## config.mk

```make
export PLATFORM = sky130hd
export DESIGN_NAME = fifo_wr_arbiter
export DESIGN_NICKNAME = d
export VERILOG_FILES = /design/src/rtl/fifo_arb_pkg.sv /design/src/rtl/fifo_rr_pick.sv /design/src/rtl/fifo_wr_arbiter.sv
export SDC_FILE = /design/constraint.sdc
export NUM_CORES = 1
export LEC_CHECK = 0
export CORE_ASPECT_RATIO = 0.6
export CORE_UTILIZATION = 39
export CTS_CLUSTER_DIAMETER = 80
export DETAILED_ROUTE_END_ITERATION = 10
export PLACE_DENSITY_LB_ADDON = 0.1
export SKIP_CTS_REPAIR_TIMING = 1
export SLEW_MARGIN = 0
export SYNTH_ARGS = -nofsm -noshare
export SYNTH_HDL_FRONTEND = slang
export SYNTH_SLANG_ARGS = --single-unit
```

## constraint.sdc

```tcl
create_clock -name wclk -period 3 [get_ports wclk]
set_input_delay 0.6 -clock wclk [delete_from_list [all_inputs] [get_ports wclk]]
set_output_delay 0.6 -clock wclk [all_outputs]
set_load 0.02 [all_outputs]
```

## src/rtl/fifo_arb_pkg.sv

```systemverilog
// fifo_arb_pkg: shared FSM state type and width helpers for the FIFO write-port arbiter.
package fifo_arb_pkg;
  typedef enum logic {IDLE, BURST} state_t;
  function automatic int idx_w(input int n);
    return (n > 1) ? $clog2(n) : 1;
  endfunction
  function automatic int cnt_w(input int m);
    return $clog2(m + 1);
  endfunction
endpackage

```

## src/rtl/fifo_rr_pick.sv

```systemverilog
// fifo_rr_pick: combinational rotate-priority picker, first requester at or after rr_ptr.
module fifo_rr_pick
  import fifo_arb_pkg::*;
#(
  parameter int NUM_REQ = 4,
  localparam int IW = idx_w(NUM_REQ)
) (
  input  logic [NUM_REQ-1:0] req,
  input  logic [IW-1:0]      rr_ptr,
  output logic               valid,
  output logic [NUM_REQ-1:0] sel,
  output logic [IW-1:0]      idx
);
  logic [IW-1:0] j;
  // Scan farthest-first so the closest requester to rr_ptr is the last (winning) write.
  always_comb begin
    idx = '0;
    j = '0;
    for (int k = NUM_REQ - 1; k >= 0; k--) begin
      j = IW'((int'(rr_ptr) + k) % NUM_REQ);
      if (req[j]) idx = j;
    end
  end
  assign valid = |req;
  assign sel = valid ? (NUM_REQ'(1) << idx) : '0;
endmodule

```

## src/rtl/fifo_wr_arbiter.sv

```systemverilog
// fifo_wr_arbiter: round-robin burst arbiter sharing the async FIFO write port.
// Optional FIFO_ARB_HFULL_THROTTLE_EN: no new burst starts while h_full is set.
module fifo_wr_arbiter
  import fifo_arb_pkg::*;
#(
  parameter int NUM_REQ = 4,
  parameter int DATA_WIDTH = 8,
  parameter int MAX_BURST = 4,
  localparam int IW = idx_w(NUM_REQ),
  localparam int CW = cnt_w(MAX_BURST)
) (
  input  logic                          wclk,
  input  logic                          w_rstn,
  input  logic [NUM_REQ-1:0]            req,
  input  logic [NUM_REQ*DATA_WIDTH-1:0] wdata_in,
  input  logic                          full,
  input  logic                          h_full,
  output logic [NUM_REQ-1:0]            gnt,
  output logic [NUM_REQ-1:0]            ack,
  output logic                          we,
  output logic [DATA_WIDTH-1:0]         wdata,
  output logic [IW-1:0]                 active_id
);
  state_t state, state_n;
  logic [NUM_REQ-1:0] gnt_n, sel;
  logic [IW-1:0] id_n, rr_ptr, ptr_n, idx;
  logic [CW-1:0] beat_cnt, cnt_n;
  logic valid, start, last, rel;
  fifo_rr_pick #(.NUM_REQ(NUM_REQ)) u_pick (
    .req(req),
    .rr_ptr(rr_ptr),
    .valid(valid),
    .sel(sel),
    .idx(idx)
  );
`ifdef FIFO_ARB_HFULL_THROTTLE_EN
  assign start = valid && !full && !h_full;
`else
  logic unused_h_full;
  assign unused_h_full = h_full;
  assign start = valid && !full;
`endif
  assign ack = gnt & req & {NUM_REQ{!full}};
  assign we = |ack;
  assign wdata = (|gnt) ? wdata_in[active_id*DATA_WIDTH +: DATA_WIDTH] : '0;
  assign last = ack[active_id] && (beat_cnt == CW'(MAX_BURST - 1));
  // A drop on the same cycle as the last beat is still one release, one pointer advance.
  assign rel = last || !req[active_id];
  always_comb begin
    state_n = state;
    gnt_n = gnt;
    id_n = active_id;
    ptr_n = rr_ptr;
    cnt_n = beat_cnt;
    if (state == IDLE) begin
      gnt_n = start ? sel : '0;
      if (start) begin
        id_n = idx;
        cnt_n = '0;
        state_n = BURST;
      end
    end else begin
      if (ack[active_id]) cnt_n = beat_cnt + 1'b1;
      if (rel) begin
        gnt_n = '0;
        ptr_n = (active_id == IW'(NUM_REQ - 1)) ? '0 : active_id + 1'b1;
        state_n = IDLE;
      end
    end
  end
  always_ff @(posedge wclk or negedge w_rstn) begin
    if (!w_rstn) begin
      state <= IDLE;
      gnt <= '0;
      active_id <= '0;
      rr_ptr <= '0;
      beat_cnt <= '0;
    end else begin
      state <= state_n;
      gnt <= gnt_n;
      active_id <= id_n;
      rr_ptr <= ptr_n;
      beat_cnt <= cnt_n;
    end
  end
endmodule

```

# Yosys cells after proc, flatten, opt, wreduce, memory -nomap -nowiden
# Cells that the tools add are included.
dict set report totals {
  register_bits 12
  out_inout_bits 19
}
dict set report op_classes {
  add_sub_neg 5
  n_lt_le_gt_ge 5
  n_eq_ne 4
  shifts 2
  n_mux 28
  bitwise_logic 3
  reduce_logical 12
}
# cell count
set op_table {}
lappend op_table {{indexed part select 32 x 6 -> 8 bit} 1}
lappend op_table {{2-to-1 mux 4 bit} 4}
lappend op_table {{less-than comparator 2 x 3 -> 1 bit, second input constant} 5}
lappend op_table {{binary-select mux 1 bit (select 2 bit)} 6}
lappend op_table {{OR reduction 4 bit} 3}
lappend op_table {{2-to-1 mux 2 bit} 5}
lappend op_table {{2-to-1 mux 1 bit} 9}
lappend op_table {{2-to-1 mux 3 bit} 3}
lappend op_table {{AND 4 bit} 2}
lappend op_table {{2-to-1 mux 8 bit} 1}
lappend op_table {{AND reduction 2 bit} 3}
lappend op_table {{adder 2 x 1 -> 2 bit, second input constant} 2}
lappend op_table {{adder 2 bit, second input constant} 2}
lappend op_table {{!= test 2 x 1 -> 1 bit, second input constant} 2}
lappend op_table {{<< shifter 1 x 2 -> 4 bit, first input constant} 1}
lappend op_table {{adder 3 x 1 -> 3 bit, second input constant} 1}
lappend op_table {{equality test 3 x 2 -> 1 bit, second input constant} 1}
lappend op_table {{equality test 2 bit, second input constant} 1}
lappend op_table {{logical AND 1 bit} 2}
lappend op_table {{zero test 1 bit} 2}
lappend op_table {{nonzero test 2 bit} 1}
lappend op_table {{logical OR 1 bit} 1}
lappend op_table {{NOT 1 bit} 1}

# Depth between registers and ports, before layout
# Gate-level depths: netlist of the first run.
dict set report depth {
  word_depth 11
  mapped_depth 5
  mapped_depth_nobuf 4
}

# Modules after synthesis
# A second synthesis of the first run with hierarchy kept.
dict set report unflattened {
  hier_cells 102
  hier_area_um2 1083.5
}
# module n_inst cells_per_inst area_per_inst_um2 seq_area_each_um2
set by_module_without_submodules {}
lappend by_module_without_submodules {fifo_wr_arbiter 1 69 872.1 300.3}
lappend by_module_without_submodules {fifo_rr_pick 1 33 211.5 0.0}

# Worst setup path after synthesis of the first run
# No wires, ideal clock.
dict set report synth_timing {
  path_type {register -> output}
  from {register active_id[0]}
  to {output port wdata[0]}
  t_arrival_ps 1575
  path_slack_ps 825
  path_stages_with_launch 4
  path_buffers 1
  cell_sequence {dfrtp_1 > buf_2 > mux4_2 > nor2b_1}
}
dict set report synth_via {
  elab_chain_len 2
}
# element line
set synth_rtl {}
lappend synth_rtl {{from (decl)} fifo_wr_arbiter.sv:22} ;# output logic [IW-1:0] active_id
lappend synth_rtl {{from (signal assigned)} fifo_wr_arbiter.sv:81} ;# active_id <= id_n;
lappend synth_rtl {{indexed part select 32 x 6 -> 8 bit} fifo_wr_arbiter.sv:45} ;# assign wdata = (|gnt) ? wdata_in[active_id*DATA_WIDTH +: DATA_WIDTH] : '0;
lappend synth_rtl {{2-to-1 mux 8 bit} fifo_wr_arbiter.sv:45}
lappend synth_rtl {{to (decl)} fifo_wr_arbiter.sv:21} ;# output logic [DATA_WIDTH-1:0] wdata,
# No other way between the ends.

# Worst setup path after layout of the first run
dict set report layout_timing {
  from {input port wdata_in[16]}
  to {output port wdata[0]}
}
dict set report layout_via {
  elab_chain_len 2
}
# element line
set layout_rtl {}
lappend layout_rtl {{from (decl)} fifo_wr_arbiter.sv:15} ;# input logic [NUM_REQ*DATA_WIDTH-1:0] wdata_in,
lappend layout_rtl {{indexed part select 32 x 6 -> 8 bit} fifo_wr_arbiter.sv:45}
lappend layout_rtl {{2-to-1 mux 8 bit} fifo_wr_arbiter.sv:45}
# No other way between the ends.

==> metrics.cfg, run 1 <==
[run_status]
status=finished clean

[placement]
dpl_cell_area_mm2=0.001629
hpwl_mm=2.581
dp_cells=181
io_buffer_count=57
dp_slack_ps=-22.56
gp_congestion=0.7998

[timing]
rsz0062_at_grt=false
tightestPinTransition_ps=594.3
whs_ps=500.9
fin_skew_ps=3.424
fmaxAchievable_mhz=364.1
slew_violations=0
min_period_ps=2746
final-setup-viol-count=0
worst_slack_ps=253.6
period_share=0.9155
slew_headroom=0.6002
finalHoldViolCount=0

[synth]
yosys.area.top_type_share=0.3129
syn_nets=130
ys_warn_count=0
ys_async_sr_fraction=1.000
yosysSeqAreaShare=0.3129
synthesis.area_um2=959.7
synth_area_leaders=dfrtp_1 (31%), mux4_2 (21%), nor2b_1 (5.9%)
synth-seq-cells=12
syn_avg_cell_area_um2=11.03
synth_most_common_cell=dfrtp_1
synth_flop_cell=dfrtp_1
synth_edf_count=0
ys_top_cells_by_count=dfrtp_1 (12), mux4_2 (9), nor2b_1 (9)
yosysTopAreaCell=dfrtp_1
ys_types=31
synth_cells=87

[global_routing]
grt_pass1_vias=1019
grt_max_degree=17
antenna_found_initial=0
overflow=0
grtUsageTotal=0.2581
grt_pass1_wl_mm=4.781

[setup_path]
regToRegSetupSlack_ps=1060
cp_common_cell=clkdlybuf4s50_1
cp.required_ps=2400
path_cells=clkdlybuf4s50_1, mux4_2, nor2b_1, clkdlybuf4s50_1
cp.arrival_ps=2150
cp-end-kind=output port
crit_fanout=1
criticalPathCategory=in -> out
start_kind=input port
slowest_stage=clkdlybuf4s50_1
startpoint=wdata_in[16]
r2r-start=active_id[1]
cp-endpoint=wdata[0]
r2r-end=rr_ptr[0]
reg2reg_depth=4
slowest_delay_ps=540

[die]
die_area_mm2=0.002670
start_util=0.4275
die_y_um=40.43
die_x_um=66.04
row_count=13
io_pins=59
core_area_mm2=0.002245

[cts]
cts_root_buf=clkbuf_8
cts_buffer_depth=2
cts_max_level=1
cts-buffers-inserted=3
clock_sinks=12
cts_tree=done
clkTransAtPathRegs_ps=50
clk_latency_ps=240

[routing]
finalWirelength_mm=3.234
wl_per_cell_um=17.48
vias=1047
first_iter_violations=82
firstDrtPassIters=4
ant_nets=0
viasPerCell=5.659
drc=0

[worst_hold_path]
hp-class=reg -> reg
min_from=beat_cnt[0]

[cells_and_area]
layout-drive-gt1-share=0.1677
finalNetCount=199
syn_to_final_growth_pct=75.75
diodes=0
final_cells=185
utilization=0.7514
stdcell_area_mm2=0.001687
fillers=177

[power]
ir_worst_vdd_uv=567.3
power_leakage_uw=0.0007354
p_per_area_mw_per_mm2=771.6

[job]
cap_violations=0

## cell usage in the layout (no fill, tap or decap), drive strengths merged
cell type      count
and3               5
a32o               1
dfrtp             12
o22ai              1
o21a               1
nor3b              1
a31o               1
clkdlybuf4s50     56
a21o               2
mux2               2
mux4               9
nand4b             2
nor4               2
a31oi              1
dlymetal6s2s       1
a21oi              3
o21ai              1
o2bb2ai            2
ha                 3
nor2b              9
inv                4
o22a               1
or4                2
buf               10
nand2              7
nor2               3
a22o               2
mux2i              3
nand4              2
clkbuf             4
o311ai             1
nand4bb            1
## stage by stage
step / setup TNS (ps) / power (uW)
CTS: -23.95 / 1308
global route: 0 / 1387
detailed placement: -22.56 / 1121
global placement: 0 / 1093
floorplan: 0 / 767.4
finish: 0 / 1301
## state kept, by name (all words and copies together) (netlist names)
register   flops
active_id      2
beat_cnt       3
gnt            4
rr_ptr         2
state          1
## layer usage
metal,share of wire,global-route usage
met1,0.42,0.3060
met2,0.52,0.4949
met3,0.050,0.04545
met4,0.0083,0.07979
met5,0,0
## kinds of logic after synthesis
kind of cell,share of synthesized area
simple gates,0.2125
flops,0.3129
mux,0.2738
fa+ha+maj,0.03912
buf+inv,0.02998
compound gates,0.1317
## power by group
part	total [uW]	switching [uW]	internal, uW
Sequential	303	91.0	212
Combinational	818	362	456
Clock	181	64.3	116
## worst min-delay path by stage
stage              endpoint  slack (ps)  cells past startpoint
2_1_floorplan  active_id[0]         300                      0
3_3_place_gp    beat_cnt[0]         470                      1
6_report        beat_cnt[0]         500                      1
5_1_grt         beat_cnt[0]         510                      1
4_1_cts         beat_cnt[0]         500                      1
3_5_place_dp    beat_cnt[0]         470                      1
## worst max-delay path: cells and delay by family
family,cells,cell delay [ps]
buffers and inverters,2,950
and+or+nand+nor,1,140
muxes,1,460
## layout make-up
| class | count | area (um^2) | area share |
|---|---|---|---|
| Timing Repair Buffer | 67 | 648.1 | 0.3843 |
| Sequential cell | 12 | 300.3 | 0.1780 |
| Clock buffer | 4 | 55.05 | 0.03264 |
| Tap cell | 30 | 37.54 | 0.02226 |
| Inverter | 4 | 15.01 | 0.008902 |
| Multi-Input combinational cell | 68 | 630.6 | 0.3739 |
(Power assumes the default switching activity.)
==> run 2, diff against run 1 <==
- ABC_AREA: default -> 1
- CORE_UTILIZATION: 39 -> 43
- GPL_TIMING_DRIVEN: default -> 0
==> metrics.cfg, run 2 <==
[timing]
tns_ps=0  ; unchanged
finalHoldViolCount=0  ; unchanged
fmaxAchievable_mhz=340.6  ; -6.5%
tightestPinTransition_ps=847.8  ; +253.6 ps
rsz0062_at_grt=false
slew_violations=0  ; unchanged
slew_headroom=0.4301  ; -0.1701
period_share=0.9786  ; +0.06314
final-setup-viol-count=0  ; unchanged
fin_skew_ps=3.685  ; +0.2609 ps
min_period_ps=2936  ; +189.4 ps

[worst_hold_path]
hp-class=reg -> reg

[synth]
synth_flop_cell=dfrtp_1
synth_cells=195  ; +120%
ys_warn_count=0  ; unchanged
synth_edf_count=0  ; unchanged
synth-seq-cells=12  ; unchanged
synthesis.area_mm2=0.001157  ; +21%
ys_types=22  ; -29%
syn_nets=238  ; +83%
synth_most_common_cell=nand2_1
ys_async_sr_fraction=1.000  ; unchanged
yosys.area.top_type_share=0.2595  ; -0.05345
syn_avg_cell_area_um2=5.935  ; -46%
synth_area_leaders=dfrtp_1 (26%), nand2_1 (15%), nor2_1 (12%)
yosysTopAreaCell=dfrtp_1
ys_top_cells_by_count=nand2_1 (47), nor2_1 (36), o21ai_0 (24)
yosysSeqAreaShare=0.2595  ; -0.05345

[global_routing]
grtUsageTotal=0.2704  ; +0.01222
grt_pass1_vias=1186  ; +16%
overflow=0  ; unchanged
antenna_found_initial=0  ; unchanged
grt_pass1_wl_mm=5.747  ; +20%
grt_max_degree=13  ; -4

[setup_path]
cp.arrival_ps=2340  ; +190 ps
cp_num_buf_inv=4  ; +2
slowest_delay_ps=550  ; about the same
cp_common_cell=clkdlybuf4s50_1
cp.required_ps=2400  ; about the same
path_cells=clkdlybuf4s50_1, inv_2, nand3_1, inv_1, or4_1, clkdlybuf4s50_1
cp-end-kind=output port
criticalPathCategory=in -> out
crit_family=buffers and inverters
crit_fanout=5  ; +4
start_kind=input port
slowest_stage=clkdlybuf4s50_1

[routing]
finalWirelength_mm=3.784  ; +17%
ant_nets=0  ; unchanged
vias=1486  ; +42%
wl_per_cell_um=13.14  ; -25%
firstDrtPassIters=4  ; unchanged
viasPerCell=5.160  ; -8.8%
drc=0  ; unchanged
first_iter_violations=114  ; +39%

[cells_and_area]
finalNetCount=300  ; +51%
layout_common_cells=clkdlybuf4s50_1 (57), nand2_1 (47), nor2_1 (36)
final_common_cell=clkdlybuf4s50_1
fillers=233  ; +32%
largest_register_ffs=4  ; unchanged
syn_to_final_growth_pct=58.05
top_register=gnt
utilization=0.7252  ; -0.02620
final_cells=288  ; +56%
top_regs=gnt (4), beat_cnt (3)
layout-drive-gt1-share=0.1016  ; -0.06618
diodes=0  ; unchanged

[cts]
clk_latency_ps=240  ; about the same
clock_sinks=12  ; unchanged
cts_root_buf=clkbuf_8
cts_buffer_depth=2  ; unchanged
cts_max_level=1  ; unchanged
clkTransAtPathRegs_ps=50  ; about the same
cts_tree=done
cts-buffers-inserted=3  ; unchanged

[power]
p_per_area_mw_per_mm2=991.4  ; +28%
power_leakage_uw=0.0008534  ; +16%
ir_worst_vdd_uv=635.6  ; +12%

[die]
start_util=0.4588  ; +0.03129
core_area_mm2=0.002522  ; +12%
die_area_mm2=0.002910  ; +9.0%
row_count=14  ; +1
die_y_um=42.19  ; +4.4%
io_pins=59  ; unchanged
die_x_um=68.98  ; +4.4%

[job]
cap_violations=0  ; unchanged

[placement]
dp_cells=284  ; +57%
gp_congestion=0.9139  ; +14%
io_buffer_count=57  ; unchanged
hpwl_mm=3.002  ; +16%

[run_status]
status=finished clean

==> run 2: cell count changes after synthesis, sizes merged, moves of 5 or more <==
cell	delta
nand2	+44
nor2	+35
nand3	+21
inv	+15
o21ai	+27
mux4	-9
a21oi	+9
and3	-5
nor2b	-9
==> run 2: per-layer routing <==
| layer | track usage | vias to the layer above | wire length, um |
|---|---|---|---|
| met3 | 0.05978 | 4 | 318 |
| met1 | 0.4274 | 665 | 1901 |
| li1 | - | 760 | - |
| met5 | 0 | - | 0 |
| met2 | 0.3806 | 57 | 1554 |
| met4 | 0.02857 | 0 | 10 |
==> run 2: logic make-up after synthesis <==
| family | count (synthesis) | synth area share |
|---|---|---|
| buf+inv | 25 | 0.09838 |
| flops | 12 | 0.2595 |
| fa+ha+maj | 3 | 0.03244 |
| compound gates | 40 | 0.1762 |
| simple gates | 115 | 0.4335 |
==> run 2: area by class of cell <==
class	count	area, um^2	share of cell area
Clock buffer	4	55.05	0.03010
Tap cell	32	40.04	0.02189
Sequential cell	12	300.3	0.1642
Inverter	19	76.32	0.04172
Buffer	6	37.54	0.02052
Timing Repair Buffer	57	570.5	0.3119
Multi-Input combinational cell	158	749.5	0.4097
==> run 2: through the flow <==
stage	cell area [um^2]	hold slack, ps	power [uW]	worst slack [ps]
after floorplan	1157	304.4	1143	927.9
after global placement	1768	496.8	1596	79.17
after detailed placement	1768	510.3	1623	68.03
after CTS	1823	530.3	1809	-163.1
after global routing	1829	559.6	1977	3.263
final	1829	528.8	1813	64.18
==> run 2: final timing paths <==
check / from / end / slack [ps] / cells past startpoint
worst max-delay path: full / we / 60 / 6
worst min-delay path: beat_cnt[1] / beat_cnt[1] / 530 / 2
worst max register to register: active_id[0] / gnt[3] / 1430 / 10
worst min register to register: beat_cnt[1] / beat_cnt[1] / 530 / 2
max in group asynchronous: w_rstn / beat_cnt[1] / 1870 / 1
min in group asynchronous: w_rstn / rr_ptr[1] / 740 / 1
==> run 2: power breakdown <==
group / leakage [uW] / internal, uW / switching, uW
registers: 0.000157 / 227 / 80.0
clock network: 0.0000288 / 116 / 59.3
logic: 0.000667 / 534 / 797
==> run 2: worst reg2reg max path: cells and delay by family, from the launching register on <==
kind                   cells  cell delay (ps)
buffers and inverters      3              370
DFF                        1              480
and+or+nand+nor            7              610
